===== src/rtl/logic_axi4_stream_arbiter.sv =====
// Packet-level round-robin arbiter: N AXI4-Stream requesters share one tx stream, grant held until tlast.
// Latency: one cycle to arbitrate; once locked, payload/valid/ready forward combinationally (zero cycles).
// Backpressure: tx_tready goes straight to the owning rx_tready; non-owners and idle state see tready=0.
module logic_axi4_stream_arbiter #(
  parameter int INPUTS      = 2,
  parameter int TDATA_BYTES = 1,
  parameter int TDEST_WIDTH = 1,
  parameter int TUSER_WIDTH = 1,
  parameter int TID_WIDTH   = 1,
  parameter int USE_TKEEP   = 1,
  parameter int USE_TSTRB   = 1,
  parameter int USE_TLAST   = 1,
  localparam int GW  = $clog2(INPUTS),
  localparam int DW  = TDATA_BYTES * 8,
  localparam int KW  = TDATA_BYTES,
  localparam int DEW = (TDEST_WIDTH > 0) ? TDEST_WIDTH : 1,
  localparam int UW  = (TUSER_WIDTH > 0) ? TUSER_WIDTH : 1,
  localparam int IW  = (TID_WIDTH > 0) ? TID_WIDTH : 1
) (
  input  logic                          aclk,
  input  logic                          areset,
  input  logic [INPUTS-1:0]             rx_tvalid,
  output logic [INPUTS-1:0]             rx_tready,
  input  logic [INPUTS-1:0][DW-1:0]     rx_tdata,
  input  logic [INPUTS-1:0][KW-1:0]     rx_tkeep,
  input  logic [INPUTS-1:0][KW-1:0]     rx_tstrb,
  input  logic [INPUTS-1:0]             rx_tlast,
  input  logic [INPUTS-1:0][DEW-1:0]    rx_tdest,
  input  logic [INPUTS-1:0][UW-1:0]     rx_tuser,
  input  logic [INPUTS-1:0][IW-1:0]     rx_tid,
  output logic                          tx_tvalid,
  input  logic                          tx_tready,
  output logic [DW-1:0]                 tx_tdata,
  output logic [KW-1:0]                 tx_tkeep,
  output logic [KW-1:0]                 tx_tstrb,
  output logic                          tx_tlast,
  output logic [DEW-1:0]                tx_tdest,
  output logic [UW-1:0]                 tx_tuser,
  output logic [IW-1:0]                 tx_tid,
  output logic [GW-1:0]                 grant,
  output logic                          busy
);

  typedef enum logic {IDLE, LOCKED} state_t;

  state_t        state, state_nxt;
  logic [GW-1:0] ptr, ptr_nxt, grant_nxt;
  logic [GW-1:0] pick, cand;
  logic          found;
  logic          pkt_end;

  always_ff @(posedge aclk) begin
    if (areset) begin
      state <= IDLE;
      ptr   <= '0;
      grant <= '0;
    end else begin
      state <= state_nxt;
      ptr   <= ptr_nxt;
      grant <= grant_nxt;
    end
  end

  // Rotating priority search: first valid requester at or above ptr, wrapping.
  always_comb begin
    pick  = ptr;
    cand  = '0;
    found = 1'b0;
    for (int k = 0; k < INPUTS; k++) begin
      cand = GW'((int'(ptr) + k) % INPUTS);
      if (!found && rx_tvalid[cand]) begin
        pick  = cand;
        found = 1'b1;
      end
    end
  end

  // Payload always follows the registered owner; only valid/ready are gated by state.
  always_comb begin
    tx_tdata = rx_tdata[grant];
    tx_tkeep = (USE_TKEEP > 0) ? rx_tkeep[grant] : '1;
    tx_tstrb = (USE_TSTRB > 0) ? rx_tstrb[grant] : '1;
    tx_tlast = (USE_TLAST > 0) ? rx_tlast[grant] : 1'b1;
    tx_tdest = (TDEST_WIDTH > 0) ? rx_tdest[grant] : '0;
    tx_tuser = (TUSER_WIDTH > 0) ? rx_tuser[grant] : '0;
    tx_tid   = (TID_WIDTH > 0) ? rx_tid[grant] : '0;
  end

  always_comb begin
    state_nxt = state;
    ptr_nxt   = ptr;
    grant_nxt = grant;
    tx_tvalid = 1'b0;
    rx_tready = '0;
    pkt_end   = 1'b0;
    busy      = (state == LOCKED);
    case (state)
      IDLE: begin
        if (found) begin
          grant_nxt = pick;
          state_nxt = LOCKED;
        end
      end
      LOCKED: begin
        tx_tvalid        = rx_tvalid[grant];
        rx_tready[grant] = tx_tready;
        pkt_end          = tx_tvalid && tx_tready && tx_tlast;
        if (pkt_end) begin
          state_nxt = IDLE;
          ptr_nxt   = (grant == GW'(INPUTS - 1)) ? '0 : grant + 1'b1;
        end
      end
      default: state_nxt = IDLE;
    endcase
  end

endmodule


===== config.mk =====
export PLATFORM = sky130hd
export DESIGN_NAME = logic_axi4_stream_arbiter
export DESIGN_NICKNAME = d
export VERILOG_FILES = /design/src/rtl/logic_axi4_stream_arbiter.sv
export SDC_FILE = /design/constraint.sdc
export NUM_CORES = 1
export LEC_CHECK = 0
export BUFFER_PORTS_ARGS = -buffer_cell sky130_fd_sc_hd__buf_4
export CORE_AREA = 10 10 47 49
export CTS_BUF_LIST = sky130_fd_sc_hd__clkbuf_8
export DETAILED_ROUTE_END_ITERATION = 8
export DIE_AREA = 0 0 57 59
export GPL_ROUTABILITY_DRIVEN = 0
export PLACE_DENSITY = 0.74
export SYNTH_ARGS = -nofsm -noshare
export SYNTH_HDL_FRONTEND = slang
export SYNTH_SLANG_ARGS = --single-unit

===== constraint.sdc =====
create_clock -name aclk -period 1.55 [get_ports aclk]
set_clock_uncertainty 0.15 [all_clocks]
set_input_delay 0.155 -clock aclk [delete_from_list [all_inputs] [get_ports aclk]]
set_output_delay 0.155 -clock aclk [all_outputs]
set_load 0.01 [all_outputs]

==> results of run 1 <==
cell type report:
class | instances | share of cell area (%)
multi-input cells | 28 | 32.0
clock buffers | 3 | 5.02
repair buffers | 55 | 51.4
flip-flops and latches | 3 | 7.76
well taps | 16 | 2.44
inverters | 2 | 0.913
clock inverters | 1 | 0.457
critical path, delay by kind of cell (launching register included):
family | cells | cell delay (ps)
multiplexers | 1 | 340
flip-flops | 1 | 380
buffers and inverters | 2 | 290
metal layers:
layer | up-vias | routed length (microns) | GRT usage (%)
met5 | - | 0 | 0
met4 | 0 | 0 | 2.01
met3 | 0 | 222 | 6.01
met2 | 29 | 802 | 15.3
met1 | 208 | 582 | 9.16
li1 | 243 | - | -
layout by cell type (no fill, tap or decap), drive strengths merged, types with 2 or more instances in the layout:
cell,n
buf,54
clkbuf,3
dfxtp,3
inv,3
mux2,14
nor2,2
nor3,2
worst max-delay path by stage:
stage	from	end	slack, ps	depth (start not counted)
after floorplan	grant$_SDFFE_PP0P_	ptr$_SDFFE_PP0P_	120	4
after global placement	grant$_SDFFE_PP0P_	tx_tdest	130	3
after detailed placement	grant$_SDFFE_PP0P_	tx_tstrb	100	3
after CTS	grant$_SDFFE_PP0P_	tx_tkeep	-30	3
after global routing	grant$_SDFFE_PP0P_	tx_tid	-5	3
final	grant$_SDFFE_PP0P_	tx_tstrb	40	3
through the flow:
stage | instance area (sq um) | total power [W]
3_5_place_dp | 748 | 0.000303
2_1_floorplan | 347 | 0.000173
6_report | 822 | 0.000520
4_1_cts | 805 | 0.000524
5_1_grt | 822 | 0.000554
3_3_place_gp | 748 | 0.000298
state kept, by name, indices dropped and copies added, names as in the netlist:
| signal | count |
|---|---|
| busy | 1 |
| grant | 1 |
| ptr | 1 |
power by group through the flow:
stage	Clock, W	Combinational, W	Sequential, W
global placement	0	0.000207	0.0000902
global route	0.000231	0.000233	0.0000898
finish	0.000215	0.000215	0.0000888
detailed placement	0	0.000212	0.0000902
floorplan	0	0.0000838	0.0000892
CTS	0.000219	0.000215	0.0000895
kinds of logic after synthesis:
group,count (synthesis),synth area share (%)
muxes,15,49.5
DFF,3,17.3
and+or+nand+nor,8,16.6
AOI/OAI and AO/OA,5,9.75
buffers and inverters,4,6.86
repair_timing:
action	in CTS	in global routing
gates resized for setup	1	3
endpoints found under the setup margin	14	14
buffers inserted	0	1
endpoints found under the hold margin	2	0
cloned	0	0
hold buffers	1	0
==> impl.org, run 1 <==
** Timing
- The final hold violation count is 0.
- Hold timing on the final database bottoms out at a slack of a little over 70 ps.
- Of the available clock period, the critical path in the final layout requires between 90 and 100%.
- At the pin with the least slew margin, the transition time is between 300 and 400 ps.
- Accumulated negative setup slack :: 0 ps
- Final worst setup slack :: approximately 37 ps
- Maximum clock frequency :: ~660 MHz
- The number of slew-limit violations in the final report is 0.
- Setup violations remaining at the end of the flow were counted as 0.
- For the finished layout, the period the worst path requires is roughly 1500 ps.
- Headroom to the max-slew limit :: 78.7%

** Layout
- Summing all multi-input logic gate instances after layout gives ~260 sq um.
- The layout has around 140 filler cells.
- Leaving out filler cells and counting taps, the final layout contains approximately 110.
- Layout-stage area growth over the synthesis result :: 137%
- Antenna diodes :: 0
- Sequential standard cell area :: ~64 sq um
- Share of cells above drive strength 1 :: between 70% and 80%
- After the last flow step, the layout net total stands at ~130.
- Final core area utilization :: about 60%

** Route
- The routed design has between 1500 and 2000 microns of wire.
- In this run the remaining antenna-violating nets after routing total 0.
- Average vias per placed instance :: around 4.4
- DR vias :: 480
- In the routed design, unresolved DRC markers number 0.
- After detailed routing, the average wire length per cell comes to 14.9 microns.
- The first TritonRoute pass finished after 2 iterations.
- Iteration-0 DRC count of the detailed router :: 2

** Clock network
- After clock tree synthesis, the clock-pin slew on the worst setup and hold paths is ~30 ps.
- TritonCTS clock tree :: yes
- CTS saw 3 sinks.
- CTS max path bufs :: 2
- Clock buffers created by TritonCTS :: 3
- In this run the number of H-tree levels came out at 1.
- Clock latency on the worst-skew pair :: 210 ps
- The tree is rooted in a sky130_fd_sc_hd__clkbuf_8.

** Power and ir drop
- Part of the power in the clock network :: between 40% and 50%
- Lkg Pwr :: approximately 0.42 nW
- Summed over all nets, the switching power comes to roughly 0.00013 W.
- Worst vdd rail ir drop :: approximately 0.77 mV
- For this design the ratio of total power to cell area is between 600 and 700 nW/um^2.
- The internal power of the cells totals 0.000390 W.
- In this run, flip-flops and latches consume 17.1% of the power.
- Share of total power consumed by net switching :: 24.9%
- In this run, the combinational gates consume 41.4% of the power.

** Run
- Max-cap violation count :: 0

** Synth
- By area the synthesized netlist is led by sky130_fd_sc_hd__mux2_2 36%, sky130_fd_sc_hd__dfxtp_1 17%, sky130_fd_sc_hd__mux2_1 6.5%.
- In this run the biggest area consumer among cell types represents ~36% of the synthesized area.
- Post-synth top cells :: 11 x sky130_fd_sc_hd__mux2_2, 3 x sky130_fd_sc_hd__dfxtp_1, 2 x sky130_fd_sc_hd__inv_1, 2 x sky130_fd_sc_hd__mux2_1, 2 x sky130_fd_sc_hd__nor2_1
- Synthesis produced 35 cells.
- The Yosys step of the flow raised 0 warnings.
- Async S/R FF share, synth :: 0%
- Count of distinct cell types in the synthesized netlist :: 20
- Sequential element share of the synthesized area :: ~17%
- Flip-flop and latch count after synthesis :: 3
- Cell area after technology mapping :: ~350 sq um
- Synthesized netlist net count :: ~70
- Of all cell types, the one taking the most synthesized area is sky130_fd_sc_hd__mux2_2.
- Post-synth top flop :: sky130_fd_sc_hd__dfxtp_1
- EDFF count, synth :: 0
- Post-Synthesis Mean Instance Area :: approximately 9.9 sq um
- Yosys instantiated no cell more often than sky130_fd_sc_hd__mux2_2.

** Hold path
- The worst hold path terminates at busy$_SDFF_PP0_.
- The min-delay analysis places its worst path in the category primary input to flop.
- The worst hold path begins at rx_tvalid[0].
- Count of cells along the worst hold path :: 3

** Critical path
- Setup slack on the worst reg-to-reg path comes out at about 170 ps.
- Critical path type :: flop to primary output
- Maximum single-stage delay on the critical path :: between 300 and 400 ps
- The endpoint identified for the worst register-to-register timing path is ptr$_SDFFE_PP0P_.
- Crit path cell chain :: buf_6, mux2_2, buf_4
- STA classifies the critical path endpoint as a primary output.
- Data on the critical path arrives at its endpoint at 1210 ps.
- The startpoint identified for the worst register-to-register timing path is grant$_SDFFE_PP0P_.
- Kind of start point of the critical path :: flop
- Worst Reg2Reg Path Length in Cells :: 4
- Max FO, Critical Path :: 7
- Critical path data required time :: between 1000 and 1500 ps
- The slowest stage of the critical path is the sky130_fd_sc_hd__dfxtp_4 cell.

** Global routing
- After global routing the overflow that remains totals 0.
- Entering global routing, the biggest net connects 9 pins.
- The first global-routing pass estimated 2480 microns of wire.
- In the global route stage, overall resource usage came out at a little over 9%.
- Number of global-route vias before repair :: 530
- The number of antenna violations at the first check in global routing came to 0.

** Floorplan
- In this run the count of I/O pins placed on the die edge is 52.
- The die covers between 3000 and 4000 sq um.
- Vertical extent of the die :: 59 microns
- Site row count :: 14
- For this configuration, the core starts out at a cell density of ~25%.
- The die is approximately 57 microns wide.
- Core outline area :: about 1400 sq um

** Placed design
- During placement, the flow inserted port buffers numbering 51.
- Detailed placement ended at an HPWL of between 1000 and 1500 microns.
- OpenSTA, run right after detailed placement, puts the worst setup slack at around 100 ps.
- Counting tap cells, the placed design contains a total of between 100 and 150 instances.

** Run status
- The run finished with clean final reports.
No activity file was read; power rests on OpenSTA's default activity.
==> run 2: changes to the inputs <==
- PLACE_DENSITY: 0.74 -> unset
- PLACE_DENSITY_LB_ADDON: unset -> 0.05
==> impl.org, run 2 (synthesized netlist as in run 1, its figures left out) <==
** Layout
- Most common library cell in the layout ignoring fill and taps :: sky130_fd_sc_hd__buf_4
- Share of cells above drive strength 1 :: 79.3% (+1.1 points)
- Sequential standard cell area :: 61.3 sq um (-3.9%)
- From synthesis to final layout, the design area changed by 140%.
- The multi-input logic area is 275 sq um (+4.8%).
- The library cells used most frequently in the layout, excluding fill and tap cells, are 52 x sky130_fd_sc_hd__buf_4, 11 x sky130_fd_sc_hd__mux2_2, 3 x sky130_fd_sc_hd__inv_1, 3 x sky130_fd_sc_hd__clkbuf_8.
- The number of antenna cells inserted is 0 (unchanged).
- The filler-free cell count of the finished design was 108 (unchanged).
- The final net count is 126 (unchanged).
- The filler cell count is 141 (+3.7%).

** Route
- Count of antenna-violating nets left after detailed routing :: 0 (unchanged)
- The average wire per cell in the routed design is 16.6 microns (+12%).
- The total wire length was 1800 microns (+12%).
- The total iterations of the first detailed-routing run was 4 (+2).
- The violation count after the first detailed-route iteration was 3 (+1).
- The number of remaining DRC errors is 0 (unchanged).
- Average vias per placed instance :: 4.58 (+3.1%)
- The total via count in the routed design is 495 (+3.1%).

** Timing
- The worst slew margin relative to its limit is 86.1% (+7.4 points).
- Maximum clock frequency :: 669 MHz (+1.2%)
- Count of endpoints failing setup in the final report :: 0 (unchanged)
- Post-layout minimum cycle time :: 1500 ps (-17.3 ps)
- The share of the clock period used by the worst path came to 96.5% (-1.1 points).
- Accumulated negative setup slack :: 0 ps (unchanged)
- Final worst setup slack :: 54.8 ps (+17.3 ps)
- The final hold violation count was 0 (unchanged).
- The transition time at the pin with the least slew margin is 206 ps (-105 ps).
- Unrepaired setup endpoints after global routing :: false
- The number of slew-limit violations in the final report is 0 (unchanged).

** Power and ir drop
- Worst vdd rail ir drop :: 0.518 mV (-33%)
- Lkg Pwr :: 0.422 nW (+0.39%)
- Power density relative to cell area :: 648 nW/um^2 (+2.5%)

** Critical path
- Crit. End Element :: primary output
- Arrival time worst endpoint :: 1190 ps (-20 ps)
- The worst setup path is of the flop to primary output kind.
- Setup slack on the worst flop-to-flop path :: 160 ps (about the same)
- STA classifies the critical path startpoint as a flop.
- The data required time at the worst endpoint was 1240 ps (about the same).
- The maximum fanout encountered on the critical timing path came to 6 (-1).

** Floorplan
- Starting utilization of the core area :: 24.7% (unchanged)
- Die area :: 3360 sq um (unchanged)
- Vertical extent of the die :: 59 microns (unchanged)
- Core outline area :: 1400 sq um (unchanged)
- The site row count was 14 (unchanged).
- The die width is 57 microns (unchanged).
- I/O pins :: 52 (unchanged)

** Clock network
- Root Driver :: sky130_fd_sc_hd__clkbuf_8
- The clock slew at the register clock pins of the worst setup and hold paths came to 40 ps (about the same).
- Count of buffers added by post-CTS timing repair for setup :: 0 (unchanged)
- Clock latency on the worst-skew pair :: 220 ps (about the same)
- TritonCTS built the clock tree.
- Num Clock Sinks :: 3 (unchanged)
- CTS max path bufs :: 2 (unchanged)
- The number of CTS-inserted buffers was 3 (unchanged).
- The H-tree depth was 1 (unchanged).

** Placed design
- The count of port buffers added during placement was 51 (unchanged).
- Post-Place Worst Slack :: 205 ps (+104 ps)
- The post-DP HPWL came to 1570 microns (+8.4%).
- The placed instance count was 102 (unchanged).

** Run
- Max-cap violation count :: 0 (unchanged)

** Global routing
- Wire length of the first global-routing pass :: 2690 microns (+8.3%)
- The via count of the first global-routing pass is 523 (-1.3%).
- The pin count of the biggest net entering global routing was 15 (+6).
- All-Layer GR Usage :: 10.7% (+1.6 points)
- Number of antenna violations at the first check in global routing :: 0 (unchanged)
- Sum of overflow across all layers after global routing :: 0 (unchanged)

** Hold path
- The worst hold path belongs to the class primary input to flop.

** Run status
- The flow ran to the end, and the final reports show no timing, DRC or antenna violations.
-- run 2: cell counts in the layout (fill, tap and decap cells not counted) --
Identical to the previous run, type by type.
-- run 2: cell type report --
type | instances | share of cell area, %
clock buffer | 3 | 4.96
clock inverter | 1 | 0.451
inverter | 2 | 0.902
multi-input combinational | 28 | 33.1
sequential | 3 | 7.37
tap | 16 | 2.41
timing repair buffer | 55 | 50.8
-- run 2: path summary, 6_finish.rpt --
| check | depth (start not counted) | startpoint | to |
|---|---|---|---|
| max | 4 | grant$_SDFFE_PP0P_ | tx_tvalid |
| min | 3 | rx_tvalid[0] | busy$_SDFF_PP0_ |
| max reg2reg | 4 | grant$_SDFFE_PP0P_ | ptr$_SDFFE_PP0P_ |
| min reg2reg | 1 | ptr$_SDFFE_PP0P_ | ptr$_SDFFE_PP0P_ |
-- run 2: metal layers --
layer	vias up	share of wire [%]	wire [microns]	global-route usage (%)
met3	4	6.9	123	6.22
met1	229	30	531	8.14
li1	245	-	-	-
met2	17	61	1100	21.6
met5	-	0	0	0
met4	0	2.0	36	3.36
-- run 2: critical path, cell delays in order, from the launching register on --
cell and delay, ps:
sky130_fd_sc_hd__dfxtp_2 340, sky130_fd_sc_hd__buf_4 160, sky130_fd_sc_hd__mux2i_4 270, sky130_fd_sc_hd__nor2_1 60, sky130_fd_sc_hd__buf_4 140
-- run 2: where the power goes --
| group | switching (W) | internal [W] | total [W] |
|---|---|---|---|
| Sequential | 0.00000571 | 0.0000828 | 0.0000885 |
| Combinational | 0.0000794 | 0.000143 | 0.000223 |
| Clock | 0.0000586 | 0.000169 | 0.000228 |
| Total | 0.000144 | 0.000395 | 0.000539 |
-- run 2: what timing repair did --
item,in CTS,in global routing
hold endpoints to repair,2,0
hold buffers,1,0
gates cloned,0,1
pin swaps,0,0
resized for setup,2,5
setup endpoints to repair,14,14
-- run 2: per-stage QoR --
| step | power, W | util [%] | instance area [sq um] | hold slack (ps) |
|---|---|---|---|---|
| after floorplan | 0.000173 | - | 347 | 74.1 |
| after global placement | 0.000303 | 53.4 | 748 | 199 |
| after detailed placement | 0.000303 | 53.4 | 748 | 195 |
| after CTS | 0.000542 | 57.9 | 811 | 62.1 |
| after global routing | 0.000572 | 59.4 | 832 | 91.5 |
| final | 0.000539 | 59.4 | 832 | 73.5 |
==> run 3: changes to the inputs <==
- RECOVER_POWER: unset -> 25
==> impl.org, run 3 (synthesized netlist as in run 1, its figures left out) <==
** Route
- Count of antenna-violating nets left after detailed routing :: 0 (unchanged)
- The total wire length came to 1800 microns (about the same).
- The total via count in the routed design came to 493 (-0.40%).
- The average wire per cell in the routed design was 16.6 microns (about the same).
- The total iterations of the first detailed-routing run came to 4 (unchanged).
- The number of vias per cell is 4.56 (-0.40%).
- Iteration-0 DRC count of the detailed router :: 3 (unchanged)
- Number of remaining DRC errors :: 0 (unchanged)

** Clock network
- TritonCTS clock tree :: yes
- Clock latency on the worst-skew pair :: 220 ps (about the same)
- Worst-path clk slew :: 40 ps (about the same)
- The maximum root-to-sink buffer count is 2 (unchanged).
- Count of buffers added by post-CTS timing repair for setup :: 0 (unchanged)
- The clock sink count came to 3 (unchanged).
- The number of CTS-inserted buffers was 3 (unchanged).
- The root buffer cell chosen for the clock tree is sky130_fd_sc_hd__clkbuf_8.
- H-tree levels :: 1 (unchanged)

** Critical path
- The data required time at the worst endpoint is 1240 ps (about the same).
- The stage delay of the slowest cell on the critical path came to 340 ps (about the same).
- The worst reg-to-reg path cell count came to 4 (unchanged).
- The setup path with the least slack is of type flop to primary output.
- By instance count, the cell type seen most on the critical path is sky130_fd_sc_hd__buf_4.
- The worst register-to-register path begins at grant$_SDFFE_PP0P_.
- Worst path top cell family by delay :: flip-flops
- Crit path cell chain :: buf_4, mux2i_4, nor2_1, buf_4
- The worst setup path is captured at a primary output.
- Combined buffer and inverter count along the critical path :: 2 (unchanged)
- Setup slack on the worst flop-to-flop path :: 160 ps (about the same)
- Kind of start point of the critical path :: flop
- Slowest library cell on the worst path :: sky130_fd_sc_hd__dfxtp_2
- The endpoint identified for the worst register-to-register timing path is ptr$_SDFFE_PP0P_.
- Max FO, Critical Path :: 6 (unchanged)
- Arrival time worst endpoint :: 1190 ps (about the same)

** Global routing
- The number of antenna violations at the first check in global routing came to 0 (unchanged).
- The wire length of the first global-routing pass is 2690 microns (unchanged).
- Sum of overflow across all layers after global routing :: 0 (unchanged)
- The total routing usage reported by global routing was 10.7% (unchanged).
- Number of global-route vias before repair :: 523 (unchanged)
- Largest net degree at the start of global routing :: 15 (unchanged)

** Hold path
- The path with the worst hold slack has its endpoint at busy$_SDFF_PP0_.
- Worst min-delay path startpoint :: rx_tvalid[0]
- The worst hold path belongs to the class primary input to flop.
- Count of cells along the worst hold path :: 3 (unchanged)

** Run status
- Result of the run :: finished clean

** Layout
- The library cell used most frequently in the layout, excluding fill and tap cells, is sky130_fd_sc_hd__buf_4.
- In the layout the commonest cells are 50 x sky130_fd_sc_hd__buf_4, 11 x sky130_fd_sc_hd__mux2_2, 3 x sky130_fd_sc_hd__inv_1, 3 x sky130_fd_sc_hd__clkbuf_8.
- Final Instance Area :: 825 sq um (-0.90%)
- Filler instances :: 143 (+1.4%)
- The final net count is 126 (unchanged).
- Layout-stage area growth over the synthesis result :: 138%
- Sequential standard cell area :: 61.3 sq um (unchanged)
- Antenna diodes :: 0 (unchanged)
- The multi-input logic area came to 275 sq um (unchanged).
- The proportion of layout cells with a drive suffix above 1 came to 77.2% (-2.2 points).

** Floorplan
- The effective utilization at floorplan was 24.7% (unchanged).
- The site row count came to 14 (unchanged).
- Die area :: 3360 sq um (unchanged)
- Die Width :: 57 microns (unchanged)
- The area of the core was 1400 sq um (unchanged).
- I/O pins :: 52 (unchanged)
- The vertical die dimension came to 59 microns (unchanged).

** Timing
- The minimum period implied by the final worst setup slack came to 1500 ps (+0.956 ps).
- Setup repair after global routing left no endpoint under its margin.
- The final hold violation count was 0 (unchanged).
- Maximum clock frequency :: 668 MHz (about the same)
- Headroom to the max-slew limit :: 85.9% (-0.17 points)
- Accumulated negative setup slack :: 0 ps (unchanged)
- Count of endpoints failing setup in the final report :: 0 (unchanged)
- The transition time at the pin with the least slew margin came to 209 ps (+2.51 ps).
- The number of slew-limit violations in the final report came to 0 (unchanged).
- The share of the clock period used by the worst path is 96.5% (about the same).

** Power and ir drop
- Worst vdd rail ir drop :: 0.516 mV (-0.31%)
- Power density relative to cell area :: 651 nW/um^2 (+0.56%)
- Lkg Pwr :: 0.414 nW (-1.9%)

** Run
- Max-cap violation count :: 0 (unchanged)

** Placed design
- The post-DP HPWL came to 1570 microns (unchanged).
- Total of buffers placed on input and output ports :: 51 (unchanged)
- The instance area at placement is 748 sq um (unchanged).
## run 3: changes by cell type in the layout (fill, tap and decap cells not counted)
cell	before	now
sky130_fd_sc_hd__buf_4	52	50
sky130_fd_sc_hd__clkbuf_1	0	2
## run 3: tightest hold or removal path, stage by stage
cell                     delay (ps)
sky130_fd_sc_hd__buf_4          100
sky130_fd_sc_hd__nor3_1          60
sky130_fd_sc_hd__nor3_2          90
## run 3: per-stage QoR
step / hold WS [ps] / instances / setup slack [ps] / total power (W) / utilization (%)
3_3_place_gp: 199 / 102 / 218 / 0.000303 / 53.4
3_5_place_dp: 195 / 102 / 205 / 0.000303 / 53.4
5_1_grt: 91.5 / 108 / 5.40 / 0.000570 / 58.8
4_1_cts: 62.1 / 107 / 14.2 / 0.000542 / 57.9
2_1_floorplan: 74.1 / 35 / 122 / 0.000173 / -
6_report: 75.1 / 108 / 53.8 / 0.000537 / 58.8
## run 3: how the worst max path moves through the flow
| stage | from | end | cells after the start |
|---|---|---|---|
| 6_report | grant$_SDFFE_PP0P_ | tx_tvalid | 4 |
| 5_1_grt | grant$_SDFFE_PP0P_ | tx_tvalid | 4 |
| 4_1_cts | grant$_SDFFE_PP0P_ | tx_tdata[4] | 3 |
| 3_5_place_dp | grant$_SDFFE_PP0P_ | ptr$_SDFFE_PP0P_ | 4 |
| 3_3_place_gp | grant$_SDFFE_PP0P_ | tx_tdata[2] | 3 |
| 2_1_floorplan | grant$_SDFFE_PP0P_ | ptr$_SDFFE_PP0P_ | 4 |
## run 3: where the power goes
part / switching, W / internal, W
Sequential: 0.00000566 / 0.0000828
Clock: 0.0000586 / 0.000169
Combinational: 0.0000795 / 0.000141
Total: 0.000144 / 0.000393
## run 3: cell type report
type                       instances  area share [%]
timing repair buffer              55            50.4
sequential                         3            7.44
inverter                           2           0.910
clock inverter                     1           0.455
tap                               16            2.43
multi-input combinational         28            33.4
clock buffer                       3            5.01
## run 3: metal layers
layer  global-route usage [%]  up-vias  part of all wire, %
met5                        0        -                    0
met1                     8.14      231                   31
li1                         -      245                    -
met4                     3.36        0                  2.0
met2                     21.6       13                   61
met3                     6.22        4                  5.8
## run 3: repair_timing
item,in CTS,in global routing
hold buffers,1,0
hold endpoints to repair,2,0
cloned,0,1
gates resized for setup,2,5
endpoints found under the setup margin,14,14
